`src/rtl/mem_pkg.sv`:
```
// Types shared by the BRAM vector read and write paths.
// Holds the default vector geometry, the address type and the reader FSM states.
package mem_pkg;
  localparam int NO_OF_ELEM = 16;
  localparam int WORD_SIZE  = 32;
  localparam int MEM_DEPTH  = 9;
  localparam int IDX_W      = $clog2(NO_OF_ELEM);

  typedef logic [NO_OF_ELEM-1:0][WORD_SIZE-1:0] vec_t;
  typedef logic [MEM_DEPTH-1:0]                 addr_t;

  typedef enum logic [1:0] {
    IDLE,
    ISSUE,
    DRAIN
  } state_e;
endpackage

```
`src/rtl/mem_reader_if.sv`:
```
// Request/result and BRAM-side signals of the vector reader.
// master = requester plus BRAM model; slave = mem_reader.
interface mem_reader_if #(
  parameter int NoOfElem = 16,
  parameter int wordSize = 32,
  parameter int memDepth = 9
);
  logic                               start;
  logic [memDepth-1:0]                readAddr;
  logic [wordSize-1:0]                dataInBRAM;
  logic [memDepth-1:0]                readAddrBRAM;
  logic                               readEN;
  logic [NoOfElem-1:0][wordSize-1:0]  dataOut;
  logic                               busy;
  logic                               RDdone;
  logic                               vecValid;

  modport master (
    output start, readAddr, dataInBRAM,
    input  readAddrBRAM, readEN, dataOut, busy, RDdone, vecValid
  );

  modport slave (
    input  start, readAddr, dataInBRAM,
    output readAddrBRAM, readEN, dataOut, busy, RDdone, vecValid
  );
endinterface

```
`src/rtl/mem_read_tag_pipe.sv`:
```
// Delay line of {valid, element index} tags that lines up with the BRAM read data.
// Latency LATENCY clocks; no backpressure, one tag accepted every clock.
module mem_read_tag_pipe #(
  parameter int LATENCY = 1,
  parameter int IDX_W   = 4
) (
  input  logic             clk,
  input  logic             RESET,
  input  logic             i_vld,
  input  logic [IDX_W-1:0] i_idx,
  output logic             o_vld,
  output logic [IDX_W-1:0] o_idx,
  output logic             o_empty
);
  logic [LATENCY-1:0]            r_vld;
  logic [LATENCY-1:0][IDX_W-1:0] r_idx;
  logic                          w_inner_vld;

  always_ff @(posedge clk) begin
    if (!RESET) begin
      r_vld <= '0;
      r_idx <= '0;
    end else begin
      r_vld[0] <= i_vld;
      r_idx[0] <= i_idx;
      for (int i = 1; i < LATENCY; i++) begin
        r_vld[i] <= r_vld[i-1];
        r_idx[i] <= r_idx[i-1];
      end
    end
  end

  // Empty means nothing is queued behind the output stage, so the pipe
  // drains completely once the tag now at the output is consumed.
  always_comb begin
    w_inner_vld = 1'b0;
    for (int i = 0; i < LATENCY - 1; i++) begin
      w_inner_vld = w_inner_vld | r_vld[i];
    end
  end

  assign o_vld   = r_vld[LATENCY-1];
  assign o_idx   = r_idx[LATENCY-1];
  assign o_empty = !w_inner_vld;
endmodule

```
`src/rtl/mem_reader.sv`:
```
// Reads NoOfElem consecutive BRAM words from a base address into one packed vector.
// Start-to-vecValid is NoOfElem+readLatency+1 clocks; start is ignored while busy.
module mem_reader
  import mem_pkg::*;
#(
  parameter int NoOfElem    = NO_OF_ELEM,
  parameter int wordSize    = WORD_SIZE,
  parameter int memDepth    = MEM_DEPTH,
  parameter int readLatency = 1
) (
  input logic          clk,
  input logic          RESET,
  mem_reader_if.slave  bus
);
  localparam int                  LP_IDX_W = $clog2(NoOfElem);
  localparam logic [LP_IDX_W-1:0] LP_LAST  = LP_IDX_W'(NoOfElem - 1);

  state_e                            r_state, w_state_nxt;
  logic                              r_read_en, w_read_en_nxt;
  logic [memDepth-1:0]               r_addr, w_addr_nxt;
  logic [LP_IDX_W-1:0]               r_cnt, w_cnt_nxt;
  logic                              r_busy, w_busy_nxt;
  logic                              r_rd_done, w_rd_done_nxt;
  logic                              r_vec_vld, w_vec_vld_nxt;
  logic [NoOfElem-1:0][wordSize-1:0] r_data;

  logic                w_tag_vld;
  logic [LP_IDX_W-1:0] w_tag_idx;
  logic                w_tag_empty;
  logic                w_last_ret;

  mem_read_tag_pipe #(
    .LATENCY (readLatency),
    .IDX_W   (LP_IDX_W)
  ) u_tag_pipe (
    .clk     (clk),
    .RESET   (RESET),
    .i_vld   (r_read_en),
    .i_idx   (r_cnt),
    .o_vld   (w_tag_vld),
    .o_idx   (w_tag_idx),
    .o_empty (w_tag_empty)
  );

  // Returns come back in issue order, so the final element arriving closes the vector.
  assign w_last_ret = w_tag_vld && (w_tag_idx == LP_LAST) && w_tag_empty;

  always_ff @(posedge clk) begin
    if (!RESET) begin
      r_state   <= IDLE;
      r_read_en <= 1'b0;
      r_addr    <= '0;
      r_cnt     <= '0;
      r_busy    <= 1'b0;
      r_rd_done <= 1'b1;
      r_vec_vld <= 1'b0;
    end else begin
      r_state   <= w_state_nxt;
      r_read_en <= w_read_en_nxt;
      r_addr    <= w_addr_nxt;
      r_cnt     <= w_cnt_nxt;
      r_busy    <= w_busy_nxt;
      r_rd_done <= w_rd_done_nxt;
      r_vec_vld <= w_vec_vld_nxt;
    end
  end

  always_comb begin
    w_state_nxt   = r_state;
    w_read_en_nxt = 1'b0;
    w_addr_nxt    = r_addr;
    w_cnt_nxt     = r_cnt;
    w_busy_nxt    = r_busy;
    w_rd_done_nxt = r_rd_done;
    w_vec_vld_nxt = 1'b0;
    case (r_state)
      IDLE: begin
        if (bus.start) begin
          w_state_nxt   = ISSUE;
          w_read_en_nxt = 1'b1;
          w_addr_nxt    = bus.readAddr;
          w_cnt_nxt     = '0;
          w_busy_nxt    = 1'b1;
          w_rd_done_nxt = 1'b0;
        end
      end
      ISSUE: begin
        // r_cnt is the index of the read being presented this cycle.
        if (r_cnt == LP_LAST) begin
          w_state_nxt = DRAIN;
        end else begin
          w_read_en_nxt = 1'b1;
          w_addr_nxt    = r_addr + 1'b1;
          w_cnt_nxt     = r_cnt + 1'b1;
        end
      end
      DRAIN: begin
        if (w_last_ret) begin
          w_state_nxt   = IDLE;
          w_busy_nxt    = 1'b0;
          w_rd_done_nxt = 1'b1;
          w_vec_vld_nxt = 1'b1;
        end
      end
      default: w_state_nxt = IDLE;
    endcase
  end

  always_ff @(posedge clk) begin
    if (!RESET) begin
      r_data <= '0;
    end else if (w_tag_vld) begin
      r_data[w_tag_idx] <= bus.dataInBRAM;
    end
  end

  assign bus.readEN       = r_read_en;
  assign bus.readAddrBRAM = r_addr;
  assign bus.dataOut      = r_data;
  assign bus.busy         = r_busy;
  assign bus.RDdone       = r_rd_done;
  assign bus.vecValid     = r_vec_vld;
endmodule

```
`src/flat_wrapper.sv`:
```
// flat-port wrapper written by rule: the top's interface ports become plain ports
module mem_reader_flat import mem_pkg::*;
#(
  parameter int NoOfElem    = NO_OF_ELEM,
  parameter int wordSize    = WORD_SIZE,
  parameter int memDepth    = MEM_DEPTH,
  parameter int readLatency = 1
)
  (clk, RESET, bus_start, bus_readAddr, bus_dataInBRAM, bus_readAddrBRAM, bus_readEN, bus_dataOut, bus_busy, bus_RDdone, bus_vecValid);
  mem_reader_if #(.NoOfElem(NoOfElem), .wordSize(wordSize), .memDepth(memDepth)) bus_i ();
  input logic clk;
  input logic RESET;
  input wire logic [$bits(bus_i.start)-1:0] bus_start;
  input wire logic [$bits(bus_i.readAddr)-1:0] bus_readAddr;
  input wire logic [$bits(bus_i.dataInBRAM)-1:0] bus_dataInBRAM;
  output wire logic [$bits(bus_i.readAddrBRAM)-1:0] bus_readAddrBRAM;
  output wire logic [$bits(bus_i.readEN)-1:0] bus_readEN;
  output wire logic [$bits(bus_i.dataOut)-1:0] bus_dataOut;
  output wire logic [$bits(bus_i.busy)-1:0] bus_busy;
  output wire logic [$bits(bus_i.RDdone)-1:0] bus_RDdone;
  output wire logic [$bits(bus_i.vecValid)-1:0] bus_vecValid;
  assign bus_i.start = bus_start;
  assign bus_i.readAddr = bus_readAddr;
  assign bus_i.dataInBRAM = bus_dataInBRAM;
  assign bus_readAddrBRAM = bus_i.readAddrBRAM;
  assign bus_readEN = bus_i.readEN;
  assign bus_dataOut = bus_i.dataOut;
  assign bus_busy = bus_i.busy;
  assign bus_RDdone = bus_i.RDdone;
  assign bus_vecValid = bus_i.vecValid;
  mem_reader #(.NoOfElem(NoOfElem), .wordSize(wordSize), .memDepth(memDepth), .readLatency(readLatency)) u_core (.clk(clk), .RESET(RESET), .bus(bus_i));
endmodule
```
`config.mk`:
```
export PLATFORM = sky130hd
export DESIGN_NAME = mem_reader_flat
export DESIGN_NICKNAME = d
export VERILOG_FILES = /design/src/rtl/mem_pkg.sv /design/src/rtl/mem_reader_if.sv /design/src/rtl/mem_read_tag_pipe.sv /design/src/rtl/mem_reader.sv /design/src/flat_wrapper.sv
export SDC_FILE = /design/constraint.sdc
export NUM_CORES = 1
export LEC_CHECK = 0
export ABC_CLOCK_PERIOD_IN_PS = 1800
export BUFFER_PORTS_ARGS = -buffer_cell sky130_fd_sc_hd__buf_2
export CAP_MARGIN = 25
export CORE_AREA = 3 3 218 220
export DETAILED_ROUTE_END_ITERATION = 8
export DIE_AREA = 0 0 221 223
export GPL_TIMING_DRIVEN = 0
export PLACE_DENSITY = 0.72
export SYNTH_ARGS = -nofsm -noshare
export SYNTH_HDL_FRONTEND = slang
export SYNTH_SLANG_ARGS = --single-unit
```
`constraint.sdc`:
```
create_clock -name clk -period 1.8 [get_ports clk]
set_clock_uncertainty 0.15 [all_clocks]
set_input_delay 0.18 -clock clk [delete_from_list [all_inputs] [get_ports clk]]
set_output_delay 0.18 -clock clk [all_outputs]
set_load 0.05 [all_outputs]
```
Word-level counts from Yosys, hierarchy flattened
Cells that the tools add are included.
{"block": "totals", "ff_bits": 536, "inputBits": 44}
{"block": "classes", "addsub": 2, "eq_ne": 8, "n_lt_le_gt_ge": 2, "reduce_logical": 9, "mux": 23}
{"op": "$bwmux 512", "count": 1}
{"op": "$demux 32 s4", "count": 1}
{"op": "$mux 32", "count": 1}
{"op": "$mux 9", "count": 2}
{"op": "$pmux 9 s2", "count": 1}
{"op": "$add 9x1->9 const B", "count": 1}
{"op": "$reduce_and 3->1", "count": 3}
{"op": "$eq 4x4->1 const B", "count": 2}
{"op": "$mux 4", "count": 2}
{"op": "$pmux 4 s2", "count": 1}
{"op": "$mux 1", "count": 7}
{"op": "$mux 2", "count": 3}
{"op": "$pmux 1 s2", "count": 3}
{"op": "$pmux 2 s3", "count": 1}
{"op": "$lt 4x5->1 const B", "count": 1}
{"op": "$add 4x1->4 const B", "count": 1}
{"op": "$ge 4x1->1 const B", "count": 1}
{"op": "$ne 2x1->1 const B", "count": 2}
{"op": "$ne 2x2->1 const B", "count": 2}
{"op": "$reduce_bool 2->1", "count": 2}
{"op": "$eq 2x1->1 const B", "count": 1}
{"op": "$eq 2x2->1 const B", "count": 1}
{"op": "$logic_and 1x1->1", "count": 2}
{"op": "$logic_not 2->1", "count": 1}
{"op": "$reduce_and 2->1", "count": 1}

Longest topological paths before layout
Gate-level depths: netlist (run 1).
{"block": "logic_depth", "ltp_word": 5, "mapped_depth": 6}

Hierarchy
From an unflattened synthesis (run 1), not the netlist that was laid out.
{"block": "hier_totals", "cells_unflattened": 2441, "area_unflattened_um2": 18883.1}
{"mod": "mem_reader", "cells_per_inst": 2429, "seq_area_each_um2": 10630.2, "area_per_inst_um2": 18740.5, "n_inst": 1}
{"mod": "mem_read_tag_pipe", "cells_per_inst": 12, "seq_area_each_um2": 100.1, "area_per_inst_um2": 142.6, "n_inst": 1}

Worst setup path after synthesis (run 1)
Ideal clock, no wire load.
{"block": "synth_path", "kind": "register to register", "start": "register u_core.r_cnt[0]", "end": "register u_core.r_addr[4], in the netlist u_core.bus.readAddrBRAM[4]", "setup_time_ns": 0.119, "arrival_ns": 1.557, "required_time_ns": 1.531, "stages_incl_launch_ff": 6, "path_buffers": 1, "slack_ns": -0.026, "synth_period_minus_slack_ns": 1.826, "cell_sequence": "dfxtp_1 -> ha_1 -> and4_1 -> or3_1 -> clkbuf_1 -> o221a_2"}
{"block": "synth_between", "elab_chain_len": 3}
{"element": "from (decl)", "line_no": "mem_reader.sv:21", "source": "logic [LP_IDX_W-1:0] r_cnt, w_cnt_nxt;"}
{"element": "from (signal assigned)", "line_no": "mem_reader.sv:61", "source": "r_cnt <= w_cnt_nxt;"}
{"element": "$eq 4x4->1", "line_no": "mem_reader.sv:89", "source": "if (r_cnt == LP_LAST) begin"}
{"element": "$ne 2x2->1 (no source line)"}
{"element": "$reduce_and 3->1 (no source line)"}
{"element": "to (signal assigned)", "line_no": "mem_reader.sv:60", "source": "r_addr <= w_addr_nxt;"}
{"element": "to (decl)", "line_no": "mem_reader.sv:20", "source": "logic [memDepth-1:0] r_addr, w_addr_nxt;"}
No other way between the ends.
A chain may end at the register's enable or synchronous reset.

==> results.ini, run 1 <==
[outcome]
outcome=complete, but fails checks
violations=negative setup slack

[logic_synthesis]
ys_seq_area_frac=0.532
synth_most_common_cell=nand2_1
synth-edff-count=0
synth.distinct_cells=43
synthTopCellsByCount=nand2_1, dfxtp_1, a21boi_0, clkbuf_1, a21boi_1
yosysTopAreaCell=dfxtp_1
synth_warnings=0
synthCells=2442
synthesis.nets=2488
synthFlopType=dfxtp_1
ys_ff_latch=536
syn_area_per_cell_um2=8.27
synth_area_mm2=0.0202
synth.area.top_cells=dfxtp_1, nand2_1, a21boi_0
netlist.area_leader.share=0.532
async_flop_share=0

[global_route]
grt_use_total=0.320
gr-total-overflow=0
busiest_layer=met2
grt_pass1_wl_um=121000
grt_pass1_vias=19300
use_met1=0.373
grt_use_met3=0.0971
antenna_found_initial=0
grt_max_degree=15
grt_use_met2=0.544

[critical_path]
crit_path_cell_trace=or3b_4 > nor3_4 > buf_6 > buf_8 > nand2_1 > a21boi_1
critPathLaunchType=register
reg2reg_depth=6
required_ns=2.19
cp-end-kind=register
r2r_slack_ns=-0.03
r2r-end=u_core.bus.dataOut[13]
worst_path_max_delay_cell=or3b_4
cp_max_fo=10
max_stage_delay_ns=0.46
critPathKind=reg2reg
cp.arrival_ns=2.22
r2r-start=u_core.u_tag_pipe.o_vld

[timing]
max-slew-margin-rel=0.292
hold_violations=0
tightestPinTransition_ns=1.06
clock.fmax_ghz=0.547
rsz0062_at_grt=true
min_period_ns=1.83
drv_slew=0
setup_slack_ns=-0.0275
setup_viol=10
holdWs_ns=0.0564
fin_crit_sh=1.02

[clock_network]
cts_root_buffer=clkbuf_16
cts_tree=done
cts_buffers=55
clock_path_buffers=3
h-tree-depth=2
numClockSinks=536
clock_insertion_delay_worst_skew_ns=0.61
path_clk_slew_ns=0.06

[route]
drc_errors=0
final_antenna_net_count=0
dr.pass1.iters=5
drt-vias-per-instance=5.28
wl_um=83200
vias=19800
avgRoutedWirePerCell_um=22.2
drt-initial-drc-count=1639

[pwr]
clkPwrFrac=0.457
internal-power_mw=18.9
p_comb_frac=0.060
power.total_mw=24.8
p_leak_nw=11.0
p_per_area_mw_per_mm2=925
power.switching_mw=5.90
p_sw_frac=0.238
sequentialPowerShare=0.483
peakVddDrop_mv=0.843

[floorplanning]
start_util=0.444
die_x_um=221
dieArea_mm2=0.0493
core_mm2=0.0455
io_pins=569
chipHeight_um=223
rows=78

[placed_design]
port_buffers=535
gp_congestion=0.912
place_hpwl_um=60100
placed_area_mm2=0.0236

[final_layout]
final_util=0.590
stdcell_area_mm2=0.0268
fin_nets=3156
drive_above_1_share=0.264
area_growth_pct=32.9
diodes=0

[hold_path]
worstHoldStart=bus_dataInBRAM[12]
min_path_cells=4
whs_endpoint=u_core.bus.dataOut[492]
min_path_type=in2reg

[job]
cap_violations=0

[worst max-delay path by stage]
stage / endpoint / slack (ns) / cells past startpoint / startpoint
global placement: u_core.bus.dataOut[509] / -0.57 / 5 / RESET
global route: u_core.bus.dataOut[16] / -0.11 / 6 / u_core.u_tag_pipe.o_idx[1]
floorplan: u_core.bus.readAddrBRAM[5] / -0.02 / 5 / u_core.r_cnt[0]
CTS: u_core.bus.dataOut[258] / -0.05 / 6 / u_core.u_tag_pipe.o_idx[1]
detailed placement: u_core.bus.dataOut[504] / -0.66 / 5 / RESET
finish: u_core.bus.dataOut[13] / -0.03 / 6 / u_core.u_tag_pipe.o_vld
[layout make-up]
type	instances	area [um2]
plain buffers	224	1210
flip-flops and latches	536	10700
repair buffers	614	3540
multi-input cells	1676	8790
clock inverters	15	151
well taps	600	751
clock buffers	84	1640
fillers	4044	18600
inverters	3	11.3
[cells by family (layout without fill, tap and decap cells)]
family	count (synthesis)	in the layout	share of synthesized area
flip-flops	536	536	0.532
AO/OA/AOI/OAI	547	547	0.202
XOR/XNOR	2	2	0.000868
AND/OR/NAND/NOR	1125	1125	0.218
buffers and inverters	230	940	0.0459
adder cells (fa/ha/maj)	2	2	0.00124
[worst max-delay path: cells and delay by family, from the launching register on]
family          cells  cell delay (ns)
simple gates        3             0.71
compound gates      1             0.17
flops               1             0.39
buf+inv             2             0.32
[layer usage]
metal,wire (um),share of wire
met3,7780,0.094
met4,3620,0.043
met1,32100,0.39
met2,39700,0.48
met5,0,0
[through the flow]
step / setup WS [ns] / TNS [ns] / instances
finish: -0.0275 / -0.112 / 3752
detailed placement: -0.657 / -165.87 / 3579
floorplan: -0.0194 / -0.0238 / 2442
CTS: -0.0489 / -1.15 / 3743
global placement: -0.565 / -140.00 / 3577
global route: -0.112 / -5.34 / 3752
[power groups by stage]
stage	clock network [mW]	logic (mW)	registers, mW
2_1_floorplan	0	0.572	12.4
3_3_place_gp	0	1.27	12.2
3_5_place_dp	0	1.29	12.2
4_1_cts	11.4	1.42	12.0
5_1_grt	11.9	1.53	12.0
6_report	11.3	1.48	12.0
[flip-flops by register name, indices dropped and copies added, names as in the netlist]
name and count:
u_core.u_tag_pipe.o_vld 1, u_core.bus.RDdone 1, u_core.bus.vecValid 1, u_core.bus.busy 1, u_core.r_state 2, u_core.bus.readAddrBRAM 9, u_core.u_tag_pipe.o_idx 4, u_core.bus.dataOut 512
u_core.r_cnt 4, u_core.bus.readEN 1
[placed cells by master, fill, tap and decap left out, drive strengths merged, types with 2 or more instances in the layout]
cell / Yosys / layout
o31a: 2 / 2
nand2: 1050 / 1050
a21oi: 8 / 8
dfxtp: 536 / 536
a21boi: 514 / 514
and3b: 2 / 2
clkbuf: 198 / 262
clkinv: 0 / 9
nor2: 21 / 21
nor3b: 3 / 3
xnor2: 2 / 2
o21ai: 9 / 9
ha: 2 / 2
and3: 5 / 5
inv: 3 / 4
clkinvlp: 0 / 3
nor2b: 4 / 4
bufinv: 0 / 2
buf: 29 / 618
a32o: 2 / 2
nand2b: 4 / 4
nand3: 14 / 14
and2: 7 / 7
o22ai: 2 / 2
nor4: 2 / 2
o211a: 2 / 2
dlygate4sd3: 0 / 42
nor3: 7 / 7
nand3b: 2 / 2
[what timing repair did]
action / CTS / global route
hold buffers: 42 / 0
cloned: 0 / 2
buffers inserted: 24 / 6
resized for setup: 135 / 217
hold endpoints to repair: 205 / 0
pin swaps: 17 / 12
setup endpoints to repair: 506 / 448
Power figures use the tool's default switching activity.
==> run 2: changes to the inputs <==
--- a/config.mk
+++ b/config.mk
@@ -13,6 +13,7 @@
 export DIE_AREA = 0 0 221 223
 export GPL_TIMING_DRIVEN = 0
 export PLACE_DENSITY = 0.72
+export SKIP_LAST_GASP = 1
 export SYNTH_ARGS = -nofsm -noshare
 export SYNTH_HDL_FRONTEND = slang
 export SYNTH_SLANG_ARGS = --single-unit
==> run 2 against run 1 <==
The flow still finishes with violations (negative setup slack). Clock power about the same. Critical path depth unchanged. Via count up 0.16%. Sequential power about the same. First-iteration DRC count is 5.5% lower. Sequential share of layout area increased by 0.058 points. Setup slack improved by 0.013 ns. Core utilization shrank 0.085 points. Die area unchanged. Cell area shrank 0.14%. Count of clock-buffer cells in the layout stayed put. Critical path type unchanged.
==> results.ini, run 2 (synthesized netlist as in run 1, its figures left out) <==
[hold_path]
whs_endpoint=u_core.bus.dataOut[492]
min_path_type=in2reg
min_path_cells=4
worstHoldStart=bus_dataInBRAM[12]

[clock_network]
h-tree-depth=2
clock_path_buffers=3
clock_insertion_delay_worst_skew_ns=0.61
cts_root_buffer=clkbuf_16
path_clk_slew_ns=0.06
cts_tree=done
numClockSinks=536
cts_buffers=55

[global_route]
grt_pass1_wl_um=121000
grt_use_met2=0.544
grt_max_degree=15
use_met1=0.373
grt_pass1_vias=19300
gr-total-overflow=0
grt_use_total=0.319
antenna_found_initial=0
grt_use_met3=0.0971
busiest_layer=met2

[placed_design]
place_hpwl_um=60100
gp_congestion=0.912
post-place-ws_ns=-0.657
placed_area_mm2=0.0236
place_inst=3579
port_buffers=535

[final_layout]
area_growth_pct=32.7
stdcell_count=3753
layout_common_cells=nand2_1, buf_2, dfxtp_1
diodes=0
fillers=4050
fin_nets=3157
final_util=0.589
drive_above_1_share=0.262
largest_reg_flops=512
final_common_cell=nand2_1
stdcell_area_mm2=0.0268

[timing]
rsz0062_at_grt=true
min_period_ns=1.81
holdWs_ns=0.0526
hold_violations=0
clock.fmax_ghz=0.551
max-slew-margin-rel=0.291
fin_crit_sh=1.01
drv_slew=0
setup_viol=8
tightestPinTransition_ns=1.06
setup_slack_ns=-0.0143
setup_tns_ns=-0.0549

[floorplanning]
die_x_um=221
io_pins=569
chipHeight_um=223
core_mm2=0.0455
start_util=0.444
dieArea_mm2=0.0493
rows=78

[pwr]
power.total_mw=24.8
sequentialPowerShare=0.483
p_comb_frac=0.059
p_per_area_mw_per_mm2=926
power.switching_mw=5.91
clkPwrFrac=0.458
p_sw_frac=0.238
internal-power_mw=18.9
p_leak_nw=11.0
peakVddDrop_mv=0.845

[route]
vias=19800
drc_errors=0
drt-initial-drc-count=1549
drt-vias-per-instance=5.28
dr.pass1.iters=5
avgRoutedWirePerCell_um=22.2
final_antenna_net_count=0
wl_um=83300

[critical_path]
critPathLaunchType=register
max_stage_delay_ns=0.46
r2r_slack_ns=-0.01
cp_max_fo=8
cp-end-kind=register
critPathKind=reg2reg
r2r-end=u_core.bus.dataOut[61]
crit_path_cell_trace=or3b_4 > nor2_4 > buf_4 > clkbuf_16 > nand2_1 > a21boi_0
required_ns=2.16
reg2reg_depth=6
cp.arrival_ns=2.18
worst_path_max_delay_cell=or3b_4
r2r-start=u_core.u_tag_pipe.o_vld

[job]
cap_violations=0

[outcome]
outcome=complete, but fails checks
violations=negative setup slack

run 2: cell types whose count changed in the layout (fill, tap and decap cells not counted), moves of 2 or more:
| cell | change |
|---|---|
| nand2_2 | -3 |
| nand2_1 | +3 |
| a21boi_1 | -13 |
| buf_6 | +3 |
| buf_8 | -2 |
| a21boi_0 | +14 |
run 2: repair_timing:
item,4_1_cts,5_1_grt
resized for setup,131,197
cloned,0,2
endpoints found under the hold margin,205,0
buffers inserted,24,7
setup endpoints to repair,506,448
hold buffers,42,0
pin swaps,17,11
run 2: power groups by stage:
stage,registers [mW],clock network [mW],logic [mW]
after floorplan,12.4,0,0.572
after global placement,12.2,0,1.27
after detailed placement,12.2,0,1.29
after CTS,12.0,11.4,1.41
after global routing,12.0,11.9,1.52
final,12.0,11.4,1.46
run 2: worst max-delay path, delay by kind of cell, from the launching register on:
kind / cells / cell delay (ns)
AND/OR/NAND/NOR: 3 / 0.67
flip-flops: 1 / 0.39
buffers and inverters: 2 / 0.32
AO/OA/AOI/OAI: 1 / 0.17
run 2: cell type report:
cell class	instances	area (um2)	share of cell area
clock inverters	15	151	0.00565
repair buffers	615	3530	0.132
well taps	600	751	0.0280
plain buffers	224	1190	0.0443
flip-flops and latches	536	10700	0.401
inverters	3	11.3	0.000420
multi-input cells	1676	8780	0.328
clock buffers	84	1640	0.0611
run 2: metal layers:
layer / wire length (um) / vias to the layer above
met1: 31900 / 9515
met3: 7870 / 202
met2: 40000 / 953
met5: 0 / -
met4: 3600 / 0
li1: - / 9159
run 2: worst max-delay path by stage:
| stage | from | to | depth (start not counted) |
|---|---|---|---|
| after floorplan | u_core.r_cnt[0] | u_core.bus.readAddrBRAM[5] | 5 |
| after global placement | RESET | u_core.bus.dataOut[509] | 5 |
| after detailed placement | RESET | u_core.bus.dataOut[504] | 5 |
| after CTS | u_core.u_tag_pipe.o_idx[1] | u_core.bus.dataOut[258] | 6 |
| after global routing | u_core.u_tag_pipe.o_idx[1] | u_core.bus.dataOut[16] | 6 |
| final | u_core.u_tag_pipe.o_vld | u_core.bus.dataOut[61] | 6 |
==> run 3: changes to the inputs <==
--- a/config.mk
+++ b/config.mk
@@ -5,15 +5,17 @@
 export SDC_FILE = /design/constraint.sdc
 export NUM_CORES = 1
 export LEC_CHECK = 0
-export ABC_CLOCK_PERIOD_IN_PS = 1800
+export ABC_CLOCK_PERIOD_IN_PS = 2200
 export BUFFER_PORTS_ARGS = -buffer_cell sky130_fd_sc_hd__buf_2
 export CAP_MARGIN = 25
-export CORE_AREA = 3 3 218 220
+export CORE_AREA = 3 3 219 221
 export DETAILED_ROUTE_END_ITERATION = 8
-export DIE_AREA = 0 0 221 223
+export DIE_AREA = 0 0 222 224
 export GPL_TIMING_DRIVEN = 0
-export PLACE_DENSITY = 0.72
+export PLACE_DENSITY = 0.65
 export SKIP_LAST_GASP = 1
+export SLEW_MARGIN = 20
 export SYNTH_ARGS = -nofsm -noshare
 export SYNTH_HDL_FRONTEND = slang
+export SYNTH_HIERARCHICAL = 1
 export SYNTH_SLANG_ARGS = --single-unit
==> constraint.sdc (replaced) <==
create_clock -name clk -period 2.2 [get_ports clk]
set_clock_uncertainty 0.15 [all_clocks]
set_input_delay 0.22 -clock clk [delete_from_list [all_inputs] [get_ports clk]]
set_output_delay 0.22 -clock clk [all_outputs]
set_load 0.05 [all_outputs]
==> run 3 against run 2 <==
The run still ends with negative setup slack left. Synthesized area decreased by 6.5%. First-iteration DRC count increased by 10%. Die area increased by 0.90%. Sequential power decreased by 18%. Final cell count decreased by 0.61%. Non-clock buffer count decreased by 33. Worst hold slack improved by 0.20 ns. Clock power decreased by 16%. Combinational power decreased by 27%. Largest power group unchanged.
==> results.ini, run 3 <==
[outcome]
outcome=complete, but fails checks
violations=negative setup slack

[final_layout]
largest_reg_flops=512
layout_common_cells=nand2_1, buf_2, dfxtp_1
area_growth_pct=31.0
stdcell_count=3730
diodes=0
fin_nets=3125
drive_above_1_share=0.222
final_common_cell=nand2_1
stdcell_area_mm2=0.0247

[pwr]
p_per_area_mw_per_mm2=828
p_comb_frac=0.052
power.total_mw=20.5
sequentialPowerShare=0.479
internal-power_mw=15.6
power.switching_mw=4.90
peakVddDrop_mv=0.662
p_sw_frac=0.239
clkPwrFrac=0.470
p_leak_nw=10.1

[clock_network]
h-tree-depth=2
numClockSinks=536
cts_tree=done
clock_insertion_delay_worst_skew_ns=0.61
cts_buffers=56
cts_root_buffer=clkbuf_16
path_clk_slew_ns=0.06
clock_path_buffers=3

[logic_synthesis]
synth-edff-count=0
ys_seq_area_frac=0.568
synth_area_mm2=0.0189
synth.area.top_cells=dfxtp_1, nand2_1, a21oi_1
yosysTopAreaCell=dfxtp_1
ys_ff_latch=536
syn_area_per_cell_um2=7.74
synthTopCellsByCount=nand2_1, dfxtp_1, a21oi_1, clkbuf_1, buf_2
synth_warnings=6
synthFlopType=dfxtp_1
synth_most_common_cell=nand2_1
netlist.area_leader.share=0.568
synth.distinct_cells=42
synthesis.nets=2487
synthCells=2441
async_flop_share=0

[floorplanning]
start_util=0.407
chipHeight_um=224
io_pins=569
rows=79
die_x_um=222
core_mm2=0.0464
dieArea_mm2=0.0497

[placed_design]
place_hpwl_um=58700
port_buffers=536
post-place-ws_ns=-0.787
place_inst=3585
gp_congestion=0.915
placed_area_mm2=0.0223

[timing]
drv_slew=0
rsz0062_at_grt=true
min_period_ns=2.28
setup_viol=47
setup_slack_ns=-0.0766
clock.fmax_ghz=0.439
fin_crit_sh=1.03
setup_tns_ns=-1.44
max-slew-margin-rel=0.219
tightestPinTransition_ns=1.17
hold_violations=0

[global_route]
gr-total-overflow=0
grt_pass1_vias=18200
grt_max_degree=16
grt_use_total=0.303
grt_use_met3=0.0968
grt_pass1_wl_um=114000
use_met1=0.359
grt_use_met2=0.503
busiest_layer=met2
antenna_found_initial=0

[hold_path]
min_path_type=in2reg

[critical_path]
critPathLaunchType=register
cp.arrival_ns=2.67
critPathKind=reg2reg
cp-end-kind=register
required_ns=2.59
cp_max_fo=10

[route]
drt-vias-per-instance=5.22
wl_um=80500
dr.pass1.iters=6
drt-initial-drc-count=1707
avgRoutedWirePerCell_um=21.6
vias=19500
drc_errors=0
final_antenna_net_count=0

[job]
cap_violations=0

[run 3: cell count changes after synthesis, moves of 4 or more]
cell	previous run	this run
a21boi_0	459	0
buf_4	11	7
buf_2	18	25
nor3_1	2	7
nor2_1	18	22
nand3_1	14	10
a21oi_1	8	522
a21boi_1	55	0
clkbuf_1	198	181
buf_1	0	10
[run 3: worst paths after layout]
check        slack, ns                       to                        from  cells past startpoint
min               0.25        u_core/r_state[0]                       RESET                      3
max              -0.08  u_core/bus.dataOut[411]  u_core/u_tag_pipe/o_idx[2]                      5
min reg2reg       0.30  u_core/bus.dataOut[160]     u_core/bus.dataOut[160]                      2
max reg2reg      -0.08  u_core/bus.dataOut[411]  u_core/u_tag_pipe/o_idx[2]                      5
[run 3: stage by stage]
stage	hold WS, ns	util
3_3_place_gp	0.288	0.482
3_5_place_dp	0.293	0.482
6_report	0.250	0.534
4_1_cts	0.253	0.531
2_1_floorplan	0.146	-
5_1_grt	0.269	0.534
[run 3: cell type report]
cell class                 count  area (um2)
tap                          607         759
timing repair buffer         582        3150
sequential                   536       10700
buffer                       224         938
multi-input combinational   1677        7300
fill                        4364       21600
clock inverter                19         260
clock buffer                  83        1590
inverter                       2        7.51
[run 3: power groups by stage]
stage                     registers [mW]  logic [mW]  clock network (mW)
final                               9.81        1.06                9.62
after global routing                9.81        1.10                10.1
after CTS                           9.80        1.03                9.72
after detailed placement            10.0       0.971                   0
after global placement              10.0       0.959                   0
after floorplan                     10.2       0.397                   0
[run 3: critical path, stage by stage (launching register included)]
cell	delay (ns)
dfxtp_1	0.45
nand3b_1	0.27
nor2_2	0.65
clkbuf_1	0.42
nand2_1	0.11
a21oi_1	0.15
[run 3: kinds of logic after synthesis]
family                   after synthesis  share of synthesized area
flip-flops                           536                      0.568
other                                  1                   0.000199
adder cells (fa/ha/maj)                2                    0.00132
AO/OA/AOI/OAI                        545                      0.147
multiplexers                           1                   0.000530
AND/OR/NAND/NOR                     1126                      0.232
XOR/XNOR                               2                   0.000928
buffers and inverters                228                     0.0496
[run 3: repair_timing]
item	in CTS	in global routing
endpoints found under the setup margin	139	322
setup buffers	0	2
endpoints found under the hold margin	208	0
hold buffers	43	0
pin swaps	0	1
gates resized for setup	6	38
[run 3: routing by layer]
layer  vias to the layer above  wire, um
met5                         -         0
met3                       194      8460
met2                       968     38000
li1                       9088         -
met1                      9212     30300
met4                         0      3720
